==> src/rtl/skin_sequencer.sv <==
// skin_sequencer
//   Chooses the sprite pose for the player character once per video frame.
//   A six-state FSM tracks idle / walking / charging a jump / airborne /
//   landing. Walking alternates the walk pose with the idle pose every
//   WALK_PERIOD frames, and the landing pose is held for LAND_HOLD frames
//   after touchdown. Everything advances only on frame_tick.
//
// Parameters
//   WALK_PERIOD    frames per walk-animation phase (1..255)
//   LAND_HOLD      frames the landing pose is held after touchdown (1..255)
//
// Ports
//   clk            system clock, rising-edge active
//   rst_n          asynchronous active-low reset
//   frame_tick     one-cycle strobe at start of vertical blank
//   on_ground      1 = standing on a platform
//   jump_hold      1 = jump key held
//   move_left      1 = left key held
//   move_right     1 = right key held
//   character_skin pose code: 0 idle, 1 prep/curled, 2 jump, 3 left, 4 right
//   skin_changed   one-cycle pulse when character_skin takes a new value
//   state_dbg      current FSM state encoding

`timescale 1ns/1ps

module skin_sequencer #(
    parameter int WALK_PERIOD = 8,
    parameter int LAND_HOLD   = 6
) (
    input  logic       clk,
    input  logic       rst_n,
    input  logic       frame_tick,
    input  logic       on_ground,
    input  logic       jump_hold,
    input  logic       move_left,
    input  logic       move_right,
    output logic [2:0] character_skin,
    output logic       skin_changed,
    output logic [2:0] state_dbg
);

    typedef enum logic [2:0] {
        IDLE   = 3'd0,
        WALK_L = 3'd1,
        WALK_R = 3'd2,
        CHARGE = 3'd3,
        AIR    = 3'd4,
        LAND   = 3'd5
    } state_t;

    localparam logic [7:0] WALK_LAST = 8'(WALK_PERIOD - 1);
    localparam logic [7:0] LAND_LOAD = 8'(LAND_HOLD - 1);

    localparam logic [2:0] SKIN_IDLE  = 3'd0;
    localparam logic [2:0] SKIN_PREP  = 3'd1;
    localparam logic [2:0] SKIN_JUMP  = 3'd2;
    localparam logic [2:0] SKIN_LEFT  = 3'd3;
    localparam logic [2:0] SKIN_RIGHT = 3'd4;

    state_t     state_r,   state_nx;
    logic [7:0] walk_cnt,  walk_cnt_nx;
    logic       walk_phase, walk_phase_nx;
    logic [7:0] land_cnt,  land_cnt_nx;
    logic [2:0] skin_nx;
    logic       changed_nx;
    logic       state_legal;
    logic       walk_dir_ok;

    // Pose shown for a given state; walking shows idle during phase 1.
    function automatic logic [2:0] pose_of(input state_t s, input logic ph);
        logic [2:0] p;
        case (s)
            IDLE:    p = SKIN_IDLE;
            WALK_L:  p = ph ? SKIN_IDLE : SKIN_LEFT;
            WALK_R:  p = ph ? SKIN_IDLE : SKIN_RIGHT;
            CHARGE:  p = SKIN_PREP;
            AIR:     p = SKIN_JUMP;
            LAND:    p = SKIN_PREP;
            default: p = SKIN_IDLE;
        endcase
        return p;
    endfunction

    // Landing countdown stops at zero instead of wrapping.
    function automatic logic [7:0] sat_dec(input logic [7:0] v);
        return (v == 8'd0) ? 8'd0 : v - 8'd1;
    endfunction

    // State register and counters
    always_ff @(posedge clk or negedge rst_n) begin
        if (!rst_n) begin
            state_r        <= IDLE;
            walk_cnt       <= 8'd0;
            walk_phase     <= 1'b0;
            land_cnt       <= 8'd0;
            character_skin <= SKIN_IDLE;
            skin_changed   <= 1'b0;
        end else begin
            state_r        <= state_nx;
            walk_cnt       <= walk_cnt_nx;
            walk_phase     <= walk_phase_nx;
            land_cnt       <= land_cnt_nx;
            character_skin <= skin_nx;
            skin_changed   <= changed_nx;
        end
    end

    always_comb begin
        case (state_r)
            IDLE, WALK_L, WALK_R, CHARGE, AIR, LAND: state_legal = 1'b1;
            default:                                 state_legal = 1'b0;
        endcase
    end

    // Left and right together cancel out.
    assign walk_dir_ok = move_left ^ move_right;

    // Next-state and output decode; between ticks everything holds and
    // only the change pulse drops.
    always_comb begin
        state_nx      = state_r;
        walk_cnt_nx   = walk_cnt;
        walk_phase_nx = walk_phase;
        land_cnt_nx   = land_cnt;
        skin_nx       = character_skin;
        changed_nx    = 1'b0;

        if (frame_tick) begin
            land_cnt_nx = 8'd0;
            if (!state_legal) begin
                state_nx = IDLE;
            end else if (!on_ground) begin
                state_nx = AIR;
            end else if (state_r == AIR) begin
                state_nx    = LAND;
                land_cnt_nx = LAND_LOAD;
            end else if (state_r == LAND && land_cnt != 8'd0) begin
                // Keys are ignored until the landing hold runs out.
                state_nx    = LAND;
                land_cnt_nx = sat_dec(land_cnt);
            end else if (jump_hold) begin
                state_nx = CHARGE;
            end else if (walk_dir_ok) begin
                state_nx = move_left ? WALK_L : WALK_R;
            end else begin
                state_nx = IDLE;
            end

            // Walk animation restarts on every entry, including L<->R swaps.
            if ((state_nx == WALK_L || state_nx == WALK_R) && state_nx == state_r) begin
                if (walk_cnt == WALK_LAST) begin
                    walk_cnt_nx   = 8'd0;
                    walk_phase_nx = ~walk_phase;
                end else begin
                    walk_cnt_nx   = walk_cnt + 8'd1;
                end
            end else begin
                walk_cnt_nx   = 8'd0;
                walk_phase_nx = 1'b0;
            end

            skin_nx    = pose_of(state_nx, walk_phase_nx);
            changed_nx = (skin_nx != character_skin);
        end
    end

    assign state_dbg = state_r;

endmodule

==> config.mk <==
export PLATFORM = sky130hd
export DESIGN_NAME = skin_sequencer
export DESIGN_NICKNAME = d
export VERILOG_FILES = /design/src/rtl/skin_sequencer.sv
export SDC_FILE = /design/constraint.sdc
export NUM_CORES = 1
export LEC_CHECK = 0
export ABC_AREA = 1
export CAP_MARGIN = 20
export CORE_MARGIN = 3
export CORE_UTILIZATION = 56
export CTS_CLUSTER_SIZE = 25
export DETAILED_ROUTE_END_ITERATION = 8
export DONT_BUFFER_PORTS = 1
export PLACE_DENSITY = 0.82
export SLEW_MARGIN = 5
export SYNTH_ARGS = -nofsm -noshare
export SYNTH_HDL_FRONTEND = slang
export SYNTH_SLANG_ARGS = --single-unit
==> constraint.sdc <==
create_clock -name clk -period 2.1 [get_ports clk]
set_clock_uncertainty 0.1 [all_clocks]
set_input_delay 0.105 -clock clk [delete_from_list [all_inputs] [get_ports clk]]
set_output_delay 0.105 -clock clk [all_outputs]
set_load 0.005 [all_outputs]
Word-level counts from Yosys, hierarchy flattened
Cells that the tools add are included.
{"block": "word_totals", "ff_bits": 24, "latch_bits": 0, "ramBits": 0, "romBits": 0, "output_inout_bits": 7, "elab_cells": 55, "mem_count": 0}
{"block": "classes", "add_sub_neg": 2, "n_mul": 0, "div": 0, "order_cmp": 0, "n_eq_ne": 13, "shifts": 0, "n_mux": 24, "bitwise": 2, "reduce_logical": 8}
{"op": "$mux 8", "n": 7}
{"op": "$mux 3", "n": 7}
{"op": "$eq 3x2->1 const B", "n": 4}
{"op": "$eq 3x3->1 const B", "n": 4}
{"op": "$pmux 3 s4", "n": 1}
{"op": "$add 8x1->8 const B", "n": 1}
{"op": "$eq 8x3->1 const B", "n": 1}
{"op": "$logic_not 8->1", "n": 1}
{"op": "$mux 2", "n": 4}
{"op": "$reduce_bool 8->1", "n": 1}
{"op": "$sub 8x1->8 const B", "n": 1}
{"op": "$eq 3x1->1 const B", "n": 2}
{"op": "$reduce_or 6->1", "n": 1}
{"op": "$mux 1", "n": 5}
{"op": "$eq 3x3->1", "n": 1}
{"op": "$logic_not 3->1", "n": 1}
{"op": "$ne 3x3->1", "n": 1}
{"op": "$logic_and 1x1->1", "n": 2}
{"op": "$reduce_or 2->1", "n": 1}
{"op": "$logic_or 1x1->1", "n": 1}
{"op": "$not 1->1", "n": 1}
{"op": "$xor 1x1->1", "n": 1}

Depth between registers and ports, before layout
Gate-level depths: netlist of run 1.
{"block": "logic_depth", "ltp_word": 18, "mapped_depth": 17, "depth_no_buf": 17}

Worst setup path before layout of run 1
Ideal clock, no wire load.
{"block": "synth_timing", "kind": "register to register", "from": "register land_cnt[0]", "to": "register skin_changed", "setup_time_ns": 0.131, "arrival_ns": 1.761, "required_time_ns": 1.869, "setup_slack_ns": 0.108, "path_stages_with_launch": 16, "path_buffers": 0, "period_less_slack_ns": 1.992, "path_cell_list": "dfrtp_1 inv_1 ha_1 nand2_2 o21ai_4 nand3_2 nand2_2 nand2_1 nand2_4 nand3_4 nand2_4 nand2_2 nand2_1 nand2_1 nor2_1 nor2_1"}
{"block": "synth_via", "elab_chain_len": 17, "elab_cells_between_ends": 24, "cone_classes": "7 x eq/ne; 12 x mux; 5 x reduce/logical"}
{"item": "start: declaration", "line": "63", "text": "logic [7:0] land_cnt, land_cnt_nx;"}
{"item": "start signal: assignment", "line": "102", "text": "land_cnt <= land_cnt_nx;"}
{"item": "$reduce_bool 8->1 (*)", "line": "137", "text": "end else if (state_r == LAND && land_cnt != 8'd0) begin"}
{"item": "$logic_and 1x1->1 (*)", "line": "137"}
{"item": "$mux 3 (*)", "line": "137"}
{"item": "$mux 3 (*)", "line": "134", "text": "end else if (state_r == AIR) begin"}
{"item": "$mux 3 (*)", "line": "132", "text": "end else if (!on_ground) begin"}
{"item": "$mux 3 (*)", "line": "130", "text": "if (!state_legal) begin"}
{"item": "$mux 3 (*)", "line": "128", "text": "if (frame_tick) begin"}
{"item": "$eq 3x1->1 / $eq 3x2->1 (equally long branches)", "line": "72, 150"}
{"item": "(+2 left out)"}
{"item": "$mux 1", "line": "150", "text": "if ((state_nx == WALK_L || state_nx == WALK_R) && state_nx == state_r) begin"}
{"item": "$mux 1", "line": "128"}
{"item": "$mux 2 / $mux 3 (equally long branches)", "line": "74, 75"}
{"item": "$pmux 3 s4 (*)", "line": "72", "text": "case (s)"}
{"item": "$mux 3 (*)", "line": "128"}
{"item": "$ne 3x3->1 (*)", "line": "163", "text": "changed_nx = (skin_nx != character_skin);"}
{"item": "$mux 1 (*)", "line": "128"}
{"item": "named net changed_nx", "line": "65", "text": "logic changed_nx;"}
{"item": "end signal: assignment", "line": "104", "text": "skin_changed <= changed_nx;"}
{"item": "end: declaration", "line": "38", "text": "output logic skin_changed,"}
The timed path passes the listed nets; every way through them passes the cells marked *. The select of a mux whose other input is x is not followed.
A chain may end at the register's enable or synchronous reset.

Worst setup path in the final report of run 1
{"block": "layout_timing", "from": "register land_cnt[1]", "to": "register skin_changed"}
The elaborated chain is that of the path after synthesis.

==> results of run 1 <==
routing by layer:
layer / share of wire / global-route usage
met4: 0.034 / 0.126
met3: 0.065 / 0.0452
met5: 0 / 0
met2: 0.49 / 0.376
met1: 0.41 / 0.288
worst min path at each step:
stage | from | endpoint | slack, ns | depth (start not counted)
final | jump_hold | state_dbg[1] | 0.06 | 4
after global routing | rst_n | state_dbg[2] | 0.08 | 2
after CTS | on_ground | state_dbg[0] | 0.02 | 4
after detailed placement | rst_n | character_skin[1] | -0.29 | 0
after global placement | rst_n | character_skin[1] | -0.29 | 0
after floorplan | rst_n | character_skin[0] | -0.29 | 0
synth_stat cells, drive strengths merged:
library cell	instances	area, µm²
clkinv	2	7.51
o22ai	5	31.3
or2	1	6.26
xor2	10	87.6
ha	3	37.5
o31ai	1	7.51
nor3b	1	7.51
a21oi	3	15.0
inv	23	86.3
nand4	6	37.5
nand2	45	209
o21ai	16	91.3
dfrtp	24	601
nor4	1	6.26
nor2	18	91.3
xnor2	3	26.3
mux2i	1	10.0
nand3	15	108
nor3	2	10.0
clkbuf	3	11.3
report_power, final:
| part | total, mW | switching, mW | internal (mW) |
|---|---|---|---|
| clock | 0.248 | 0.142 | 0.106 |
| sequential | 0.581 | 0.0564 | 0.525 |
| combinational | 0.718 | 0.412 | 0.305 |
critical path, delay by kind of cell, from the launching register on:
kind / cells / cell delay (ns)
AND/OR/NAND/NOR: 13 / 0.95
flip-flops: 1 / 0.42
AO/OA/AOI/OAI: 1 / 0.26
buffers and inverters: 2 / 0.16
adder cells (fa/ha/maj): 1 / 0.14
flip-flops by register name (all words and copies together) (netlist names):
name	flops
character_skin	3
state_dbg	3
walk_cnt	8
walk_phase	1
land_cnt	8
skin_changed	1
cell type report:
| type | count | area (µm²) |
|---|---|---|
| inverters | 25 | 96.3 |
| flip-flops and latches | 24 | 601 |
| repair buffers | 24 | 205 |
| well taps | 30 | 37.5 |
| clock buffers | 4 | 36.3 |
| fillers | 148 | 674 |
| multi-input cells | 131 | 850 |
per-stage QoR:
step | setup TNS (ns) | cell area, µm² | std cells | utilization
2_1_floorplan | 0 | 1490 | 183 | -
3_3_place_gp | 0 | 1570 | 217 | 0.627
3_5_place_dp | -0.115 | 1570 | 217 | 0.627
4_1_cts | -0.0170 | 1760 | 233 | 0.704
5_1_grt | -0.739 | 1830 | 238 | 0.730
6_report | -0.0648 | 1830 | 238 | 0.730
cells by family (layout without fill, tap and decap cells):
group	Yosys count	after routing	share of synthesized area
AOI/OAI and AO/OA	25	25	0.0976
DFF	24	24	0.404
and+or+nand+nor	89	89	0.320
xor gates and xnor gates	13	13	0.0765
buffers and inverters	28	53	0.0706
adders and majority gates	3	3	0.0252
muxes	1	1	0.00673
repair_timing:
action / 4_1_cts / 5_1_grt
pin swaps: 6 / 3
hold endpoints to repair: 40 / 0
resized for setup: 13 / 8
buffers inserted: 6 / 5
setup endpoints to repair: 5 / 10
hold buffers: 6 / 0
==> impl_metrics.csv, run 1 <==
group,metric,value,unit
floorplanning,coreArea,2500,µm²
timing,setup_viol,1,
cts,htree_levels,1,
floorplanning,die_y,57.5,µm
floorplanning,start_util,0.595,
cts,cts_buffers,3,
layout,fin_nets,219,
grt,grt_pass1_wl,5.95,mm
setup_path,required,2.20,ns
timing,period_share,1.03,
timing,worstMarginPinSlew,0.654,ns
pwr,power_density,848,nW/µm²
hold_path,holdCritPathClass,"in -> reg",
grt,grt_usage,0.232,
detailed_routing,viasPerCell,5.74,
grt,grt_max_degree,25,
setup_path,crit_chain,"inv_2, ha_4, nand2_4, o21ai_4, nand3_2, nand2_2, nand2_2, clkinv_2, nand2_4, nand2_4, nand3_4, nand2_2, nand2_1, nand2_1, nand3_1, nor2_1, nor2_1",
setup_path,cp.arrival,2.27,ns
pwr,power,1.55,mW
synthesis,syn_inst,183,
timing,hold_slack,0.0601,ns
timing,relSlewSlack,0.563,
floorplanning,dieArea,3310,µm²
detailed_routing,final_antenna_net_count,0,
grt,grt_overflow_total,0,
status,violations,"setup timing",
layout,most-common-layout-cells,"nand2_1 (33), dfrtp_1 (24), inv_1 (20)",
floorplanning,fp.dieW,57.5,µm
pwr,vdd_drop_max,614,µV
setup_path,startpoint,"land_cnt[1]",
detailed_routing,wl_per_cell,14.8,µm
timing,worst_slack,-0.0648,ns
detailed_routing,drt_wl_total,3.51,mm
synthesis,synth_area,1490,µm²
timing,hold_violations,0,
setup_path,r2r_end,"skin_changed",
synthesis,yosysSeqAreaShare,0.404,
layout,drive_above_1_share,0.269,
setup_path,r2r-start,"land_cnt[1]",
setup_path,max_stage_delay,0.42,ns
synthesis,syn_nets,193,
layout,antennaDiodeCount,0,
cts,cts_buffer_depth,2,
timing,period_minus_slack,2.16,ns
setup_path,worstSetupEndpoint,"skin_changed",
floorplanning,fp-row-count,18,
floorplanning,ioPinCount,14,
detailed_routing,dr.pass1.iters,4,
cts,cts.sinks,24,
grt,antenna_found_initial,0,
setup_path,r2r_slack,-0.06,ns
setup_path,worstSetupStartpointType,"flop",
pwr,p_leak,0.890,nW
layout,areaGrowthSynthToFinish,22.7,%
timing,maxSlewViolCount,0,
cts,path_clk_slew,0.13,ns
setup_path,crit_type,"reg -> reg",
cts,cts_tree,"built",
synthesis,ys_ff_latch,24,
setup_path,reg2reg_depth,17,
detailed_routing,drcViolationCount,0,
detailed_routing,num_vias,1365,
placed_design,dp_hpwl,2.24,mm
placed_design,port_buffers,0,
detailed_routing,drt_iter0_markers,193,
layout,final_common_cell,"nand2_1",
placed_design,place_ws,-0.0832,ns
grt,grt_pass1_vias,1343,
placed_design,routabilityCongestion,0.952,
status,status,"finished, violations left",
setup_path,crit_fanout,6,
setup_path,crit_slowest_cell,"dfrtp_1",
cts,clock_latency,0.32,ns
synthesis,avgSynthCellArea,8.13,µm²
timing,max_freq,462,MHz
cts,root_buffer,"clkbuf_4",
setup_path,end_kind,"flop",
job,max-cap-violations,0,
synthesis,ys_types,28,
timing,grt_setup_unrepaired,"yes",
synthesis,yosys_warnings,0,
Note: power is estimated with default switching activity, not from simulation.
==> run 2, diff against run 1 <==
--- a/config.mk
+++ b/config.mk
@@ -5,7 +5,6 @@
 export SDC_FILE = /design/constraint.sdc
 export NUM_CORES = 1
 export LEC_CHECK = 0
-export ABC_AREA = 1
 export CAP_MARGIN = 20
 export CORE_MARGIN = 3
 export CORE_UTILIZATION = 56
@@ -13,6 +12,7 @@
 export DETAILED_ROUTE_END_ITERATION = 8
 export DONT_BUFFER_PORTS = 1
 export PLACE_DENSITY = 0.82
+export RECOVER_POWER = 50
 export SLEW_MARGIN = 5
 export SYNTH_ARGS = -nofsm -noshare
 export SYNTH_HDL_FRONTEND = slang
==> impl_metrics.csv, run 2 <==
group,metric,value,unit
floorplanning,coreArea,2280,µm²
pwr,power.switching,0.582,mW
detailed_routing,drcViolationCount,0,
layout,reg_top3,"land_cnt x8, walk_cnt x8",
timing,period_minus_slack,2.33,ns
status,status,"finished, violations left",
pwr,switching_share,0.362,
grt,grt_pass1_wl,5.20,mm
timing,worstMarginPinSlew,1.32,ns
placed_design,routabilityCongestion,0.872,
setup_path,crit_fanout,3,
layout,post-route-cell-area,1680,µm²
grt,grt_overflow_total,0,
synthesis,syn_nets,164,
floorplanning,start_util,0.609,
synthesis,ys_types,36,
floorplanning,fp.dieW,55.8,µm
timing,tns,-0.231,ns
synthesis,synth_area,1390,µm²
setup_path,crit_chain,"or4_4, or4_4, a21o_1, a41oi_2, xnor2_1, o31a_1",
grt,grt_usage,0.206,
cts,cts_tree,"built",
timing,period_share,1.11,
grt,grt_max_degree,35,
timing,grt_setup_unrepaired,"yes",
setup_path,required,2.21,ns
synthesis,ys_top_cells_by_count,"dfrtp_1 (24), nand2_1 (17), inv_1 (13), o21ai_0 (13), a21oi_1 (11)",
grt,grt_pass1_vias,1180,
cts,cts_buffer_depth,2,
detailed_routing,viasPerCell,6.00,
synthesis,async_flop_share,1.00,
floorplanning,die_y,55.8,µm
timing,hold_violations,0,
synthesis,yosys.area.top_type,"dfrtp_1",
synthesis,yosys_warnings,0,
pwr,p_leak,0.731,nW
layout,fin_nets,189,
detailed_routing,drt_wl_total,3.21,mm
timing,maxSlewViolCount,0,
setup_path,crit_slowest_cell,"or4_4",
layout,final_util,0.740,
job,max-cap-violations,0,
timing,setup_viol,1,
setup_path,cpMostUsedCell,"or4_4",
cts,root_buffer,"clkbuf_4",
synthesis,yosys-top-cells-area,"dfrtp_1 (43%), o21ai_0 (4.7%), nand2_1 (4.6%)",
timing,worst_slack,-0.231,ns
setup_path,max_stage_delay,0.54,ns
pwr,power_density,955,nW/µm²
synthesis,avgSynthCellArea,9.00,µm²
synthesis,ys_ff_latch,24,
detailed_routing,dr.pass1.iters,4,
synthesis,synth_most_common_cell,"dfrtp_1",
pwr,combPwrFrac,0.443,
setup_path,worstSetupStartpointType,"flop",
cts,cts.sinks,24,
layout,final_common_cell,"dfrtp_1",
synthesis,synth-edff-count,0,
placed_design,dpl_cell_area,1530,µm²
synthesis,synthFlopType,"dfrtp_1",
pwr,clkPwrFrac,0.152,
pwr,vdd_drop_max,827,µV
cts,htree_levels,1,
synthesis,syn_inst,154,
detailed_routing,final_antenna_net_count,0,
detailed_routing,num_vias,1236,
placed_design,dp_hpwl,2.04,mm
layout,areaGrowthSynthToFinish,21.5,%
detailed_routing,drt_iter0_markers,85,
pwr,p_int,1.03,mW
detailed_routing,wl_per_cell,15.6,µm
floorplanning,ioPinCount,14,
layout,most-common-layout-cells,"dfrtp_1 (23), buf_4 (19), nand2_1 (17)",
setup_path,r2r_slack,-0.23,ns
placed_design,port_buffers,0,
setup_path,cp.arrival,2.44,ns
floorplanning,dieArea,3110,µm²
placed_design,place_ws,-0.213,ns
status,violations,"setup timing",
hold_path,holdCritPathClass,"in -> reg",
cts,path_clk_slew,0.13,ns
synthesis,synth_top_area_frac,0.433,
setup_path,end_kind,"flop",
layout,drive_above_1_share,0.185,
cts,clock_latency,0.31,ns
floorplanning,fp-row-count,17,
cts,cts_buffers,3,
layout,antennaDiodeCount,0,
timing,max_freq,429,MHz
grt,antenna_found_initial,0,
synthesis,yosysSeqAreaShare,0.433,
pwr,pwr-share-seq,0.405,
setup_path,crit_type,"reg -> reg",
timing,relSlewSlack,0.121,
## run 2: cell count changes in the layout (fill, tap and decap cells not counted), moves of 6 or more
cell / change
nand2_2: -7
nor2_1: -12
inv_1: -7
nand2b_1: +6
xor2_1: -9
nand2_1: -16
a21oi_1: +8
## run 2: per-layer routing
layer	vias up	global-route usage	share of wire
met5	-	0	0
met4	0	0.0660	0.013
met3	4	0.0325	0.030
met2	26	0.351	0.50
met1	606	0.266	0.45
li1	600	-	-
## run 2: path summary, 6_finish.rpt
kind	start	endpoint	depth (start not counted)
max	walk_cnt[5]	skin_changed	6
min	frame_tick	walk_cnt[7]	3
max reg2reg	walk_cnt[5]	skin_changed	6
min reg2reg	walk_phase	walk_phase	2
max in group asynchronous	rst_n	state_dbg[1]	2
min in group asynchronous	rst_n	character_skin[1]	2
## run 2: repair_timing
item / CTS / global route
buffers inserted: 0 / 1
gates cloned: 0 / 0
hold buffers: 6 / 1
endpoints found under the hold margin: 48 / 1
resized for setup: 0 / 5
setup endpoints to repair: 1 / 9
pin swaps: 0 / 1
## run 2: worst max-delay path, delay by kind of cell (launching register included)
family	cells	cell delay, ns
AOI/OAI and AO/OA	3	0.66
DFF	1	0.40
and+or+nand+nor	2	0.97
xor gates and xnor gates	1	0.10
## run 2: cells by family after synthesis
family,Yosys count,synth area share
AOI/OAI and AO/OA,43,0.194
xor gates and xnor gates,5,0.0316
adders and majority gates,3,0.0271
buffers and inverters,20,0.0542
DFF,24,0.433
muxes,5,0.0370
and+or+nand+nor,54,0.223
## run 2: power by group through the flow
stage	sequential [mW]	clock (mW)	combinational (mW)
detailed placement	0.652	0	0.659
finish	0.651	0.244	0.713
floorplan	0.632	0	0.416
global route	0.665	0.271	0.787
CTS	0.642	0.249	0.692
global placement	0.647	0	0.630
## run 2: area by class of cell
type	count	area, µm²
clock buffer	4	36.3
timing repair buffer	27	234
tap	28	35.0
multi-input combinational	110	728
inverter	13	48.8
fill	145	592
sequential	24	602
## run 2: metrics by stage
stage | power (mW) | instances | hold WS [ns]
floorplan | 1.05 | 154 | -0.291
global placement | 1.28 | 193 | -0.290
detailed placement | 1.31 | 193 | -0.290
CTS | 1.58 | 203 | 0.00270
global route | 1.72 | 206 | 0.0105
finish | 1.61 | 206 | 0.0153
==> run 3, diff against run 2 <==
--- a/config.mk
+++ b/config.mk
@@ -5,15 +5,17 @@
 export SDC_FILE = /design/constraint.sdc
 export NUM_CORES = 1
 export LEC_CHECK = 0
+export ABC_AREA = 1
 export CAP_MARGIN = 20
 export CORE_MARGIN = 3
-export CORE_UTILIZATION = 56
+export CORE_UTILIZATION = 60
 export CTS_CLUSTER_SIZE = 25
 export DETAILED_ROUTE_END_ITERATION = 8
 export DONT_BUFFER_PORTS = 1
-export PLACE_DENSITY = 0.82
+export PLACE_DENSITY = 0.84
 export RECOVER_POWER = 50
 export SLEW_MARGIN = 5
 export SYNTH_ARGS = -nofsm -noshare
 export SYNTH_HDL_FRONTEND = slang
 export SYNTH_SLANG_ARGS = --single-unit
+export TNS_END_PERCENT = 50
==> constraint.sdc (replaced) <==
create_clock -name clk -period 2.8 [get_ports clk]
set_clock_uncertainty 0.1 [all_clocks]
set_input_delay 0.14 -clock clk [delete_from_list [all_inputs] [get_ports clk]]
set_output_delay 0.14 -clock clk [all_outputs]
set_load 0.005 [all_outputs]
==> impl_metrics.csv, run 3 (synthesized netlist as in run 1, its figures left out) <==
group,metric,value,unit
hold_path,holdCritPathClass,"in -> reg",
setup_path,startpoint,"state_dbg[1]",
detailed_routing,wl_per_cell,14.1,µm
pwr,power,1.09,mW
setup_path,max_stage_delay,0.47,ns
layout,final_common_cell,"nand2_1",
layout,fin_nets,200,
cts,cts.sinks,24,
setup_path,r2r-start,"state_dbg[1]",
layout,reg_top3,"land_cnt x8, walk_cnt x8",
layout,most-common-layout-cells,"nand2_1 (35), dfrtp_1 (24), inv_1 (22)",
cts,cts_buffers,3,
setup_path,crit_fanout,9,
timing,period_minus_slack,2.31,ns
cts,cts_buffer_depth,2,
pwr,p_leak,0.776,nW
floorplanning,ioPinCount,14,
job,max-cap-violations,0,
layout,antennaDiodeCount,0,
timing,maxSlewViolCount,0,
setup_path,reg2reg_depth,16,
floorplanning,fp.dieW,55.8,µm
grt,grt_max_degree,25,
timing,relSlewSlack,0.490,
timing,max_freq,434,MHz
timing,worst_slack,0.494,ns
cts,clock_latency,0.32,ns
detailed_routing,drcViolationCount,0,
placed_design,dpl_cell_area,1510,µm²
layout,post-route-cell-area,1610,µm²
placed_design,routabilityCongestion,0.942,
grt,antenna_found_initial,0,
setup_path,worstSetupEndpoint,"skin_changed",
setup_path,crit_chain,"inv_1, nand2_1, nor2_1, o21ai_4, nand3_2, nand2_2, nand2_1, nand2_2, nor2_8, nand3_4, nand2_4, nand2_2, nand2_1, nand2_1, nor2_1, nor2_1",
setup_path,crit_type,"reg -> reg",
detailed_routing,drt_wl_total,3.06,mm
floorplanning,start_util,0.654,
cts,path_clk_slew,0.14,ns
timing,hold_violations,0,
placed_design,dp_hpwl,2.15,mm
detailed_routing,final_antenna_net_count,0,
floorplanning,coreArea,2280,µm²
grt,grt_usage,0.213,
floorplanning,dieArea,3110,µm²
status,status,"completed",
setup_path,worstSetupStartpointType,"flop",
timing,period_share,0.824,
placed_design,port_buffers,0,
timing,worstMarginPinSlew,0.765,ns
setup_path,cp.arrival,2.42,ns
pwr,vdd_drop_max,442,µV
timing,setup_viol,0,
setup_path,cpMostUsedCell,"nand2_1",
placed_design,place_ws,0.580,ns
cts,root_buffer,"clkbuf_4",
detailed_routing,dr.pass1.iters,4,
grt,grt_pass1_wl,5.44,mm
pwr,power_density,676,nW/µm²
setup_path,crit_slowest_cell,"dfrtp_1",
detailed_routing,viasPerCell,5.71,
setup_path,r2r_slack,0.49,ns
layout,areaGrowthSynthToFinish,8.07,%
detailed_routing,drt_iter0_markers,76,
setup_path,required,2.91,ns
timing,tns,0,ns
cts,htree_levels,1,
setup_path,end_kind,"flop",
floorplanning,die_y,55.8,µm
cts,cts_tree,"built",
detailed_routing,num_vias,1238,
grt,grt_pass1_vias,1285,
timing,grt_setup_unrepaired,"no",
layout,drive_above_1_share,0.127,
setup_path,r2r_end,"skin_changed",
floorplanning,fp-row-count,17,
grt,grt_overflow_total,0,
-- run 3: cell count changes in the layout (fill, tap and decap cells not counted), sizes merged, moves of 3 or more --
| cell | previous run | this run |
|---|---|---|
| nand2 | 17 | 45 |
| buf | 20 | 0 |
| nor2 | 2 | 18 |
| inv | 13 | 23 |
| nand3 | 5 | 15 |
| xor2 | 1 | 10 |
| a21oi | 11 | 3 |
| nand2b | 6 | 0 |
| nand4 | 2 | 6 |
| nor3b | 5 | 1 |
| and3 | 3 | 0 |
| mux2i | 4 | 1 |
| o21ai | 13 | 16 |
-- run 3: worst min path at each step --
stage	startpoint	endpoint	slack, ns	cells after the start
final	frame_tick	land_cnt[6]	0.009	3
after global routing	frame_tick	land_cnt[6]	0.02	3
after CTS	frame_tick	land_cnt[6]	0.02	3
after detailed placement	rst_n	state_dbg[2]	-0.26	0
after global placement	rst_n	state_dbg[1]	-0.26	0
after floorplan	rst_n	character_skin[0]	-0.26	0
-- run 3: report_power, final --
part,internal (mW),switching (mW),leakage [nW]
Clock,0.145,0.114,0.0279
Combinational,0.138,0.243,0.426
Sequential,0.394,0.0538,0.322
-- run 3: through the flow --
stage	hold slack (ns)	utilization	cells
after CTS	0.0162	0.705	216
after global routing	0.0244	0.706	217
after detailed placement	-0.255	0.664	208
after floorplan	-0.256	-	183
after global placement	-0.255	0.664	208
final	0.00861	0.706	217
-- run 3: layout make-up --
| class | instances | area (µm²) |
|---|---|---|
| inverters | 25 | 93.8 |
| multi-input cells | 131 | 782 |
| repair buffers | 5 | 43.8 |
| flip-flops and latches | 24 | 601 |
| clock inverters | 1 | 30.0 |
| fillers | 163 | 668 |
| clock buffers | 3 | 22.5 |
| well taps | 28 | 35.0 |
-- run 3: metal layers --
| metal | vias up | wire (µm) | part of all wire | track usage |
|---|---|---|---|---|
| met2 | 35 | 1540 | 0.50 | 0.390 |
| met3 | 9 | 136 | 0.044 | 0.0348 |
| met1 | 588 | 1330 | 0.43 | 0.251 |
| met4 | 0 | 57 | 0.019 | 0.0625 |
| li1 | 606 | - | - | - |
| met5 | - | 0 | 0 | 0 |
-- run 3: repair_timing --
action,CTS,global route
hold endpoints to repair,40,0
buffers inserted,0,0
endpoints found under the setup margin,0,0
gates resized for setup,0,0
hold buffers,4,0
-- run 3: critical path: cells and delay by family, from the launching register on --
kind	cells	cell delay, ns
simple gates	14	1.32
flops	1	0.47
compound gates	1	0.16
buf+inv	1	0.13
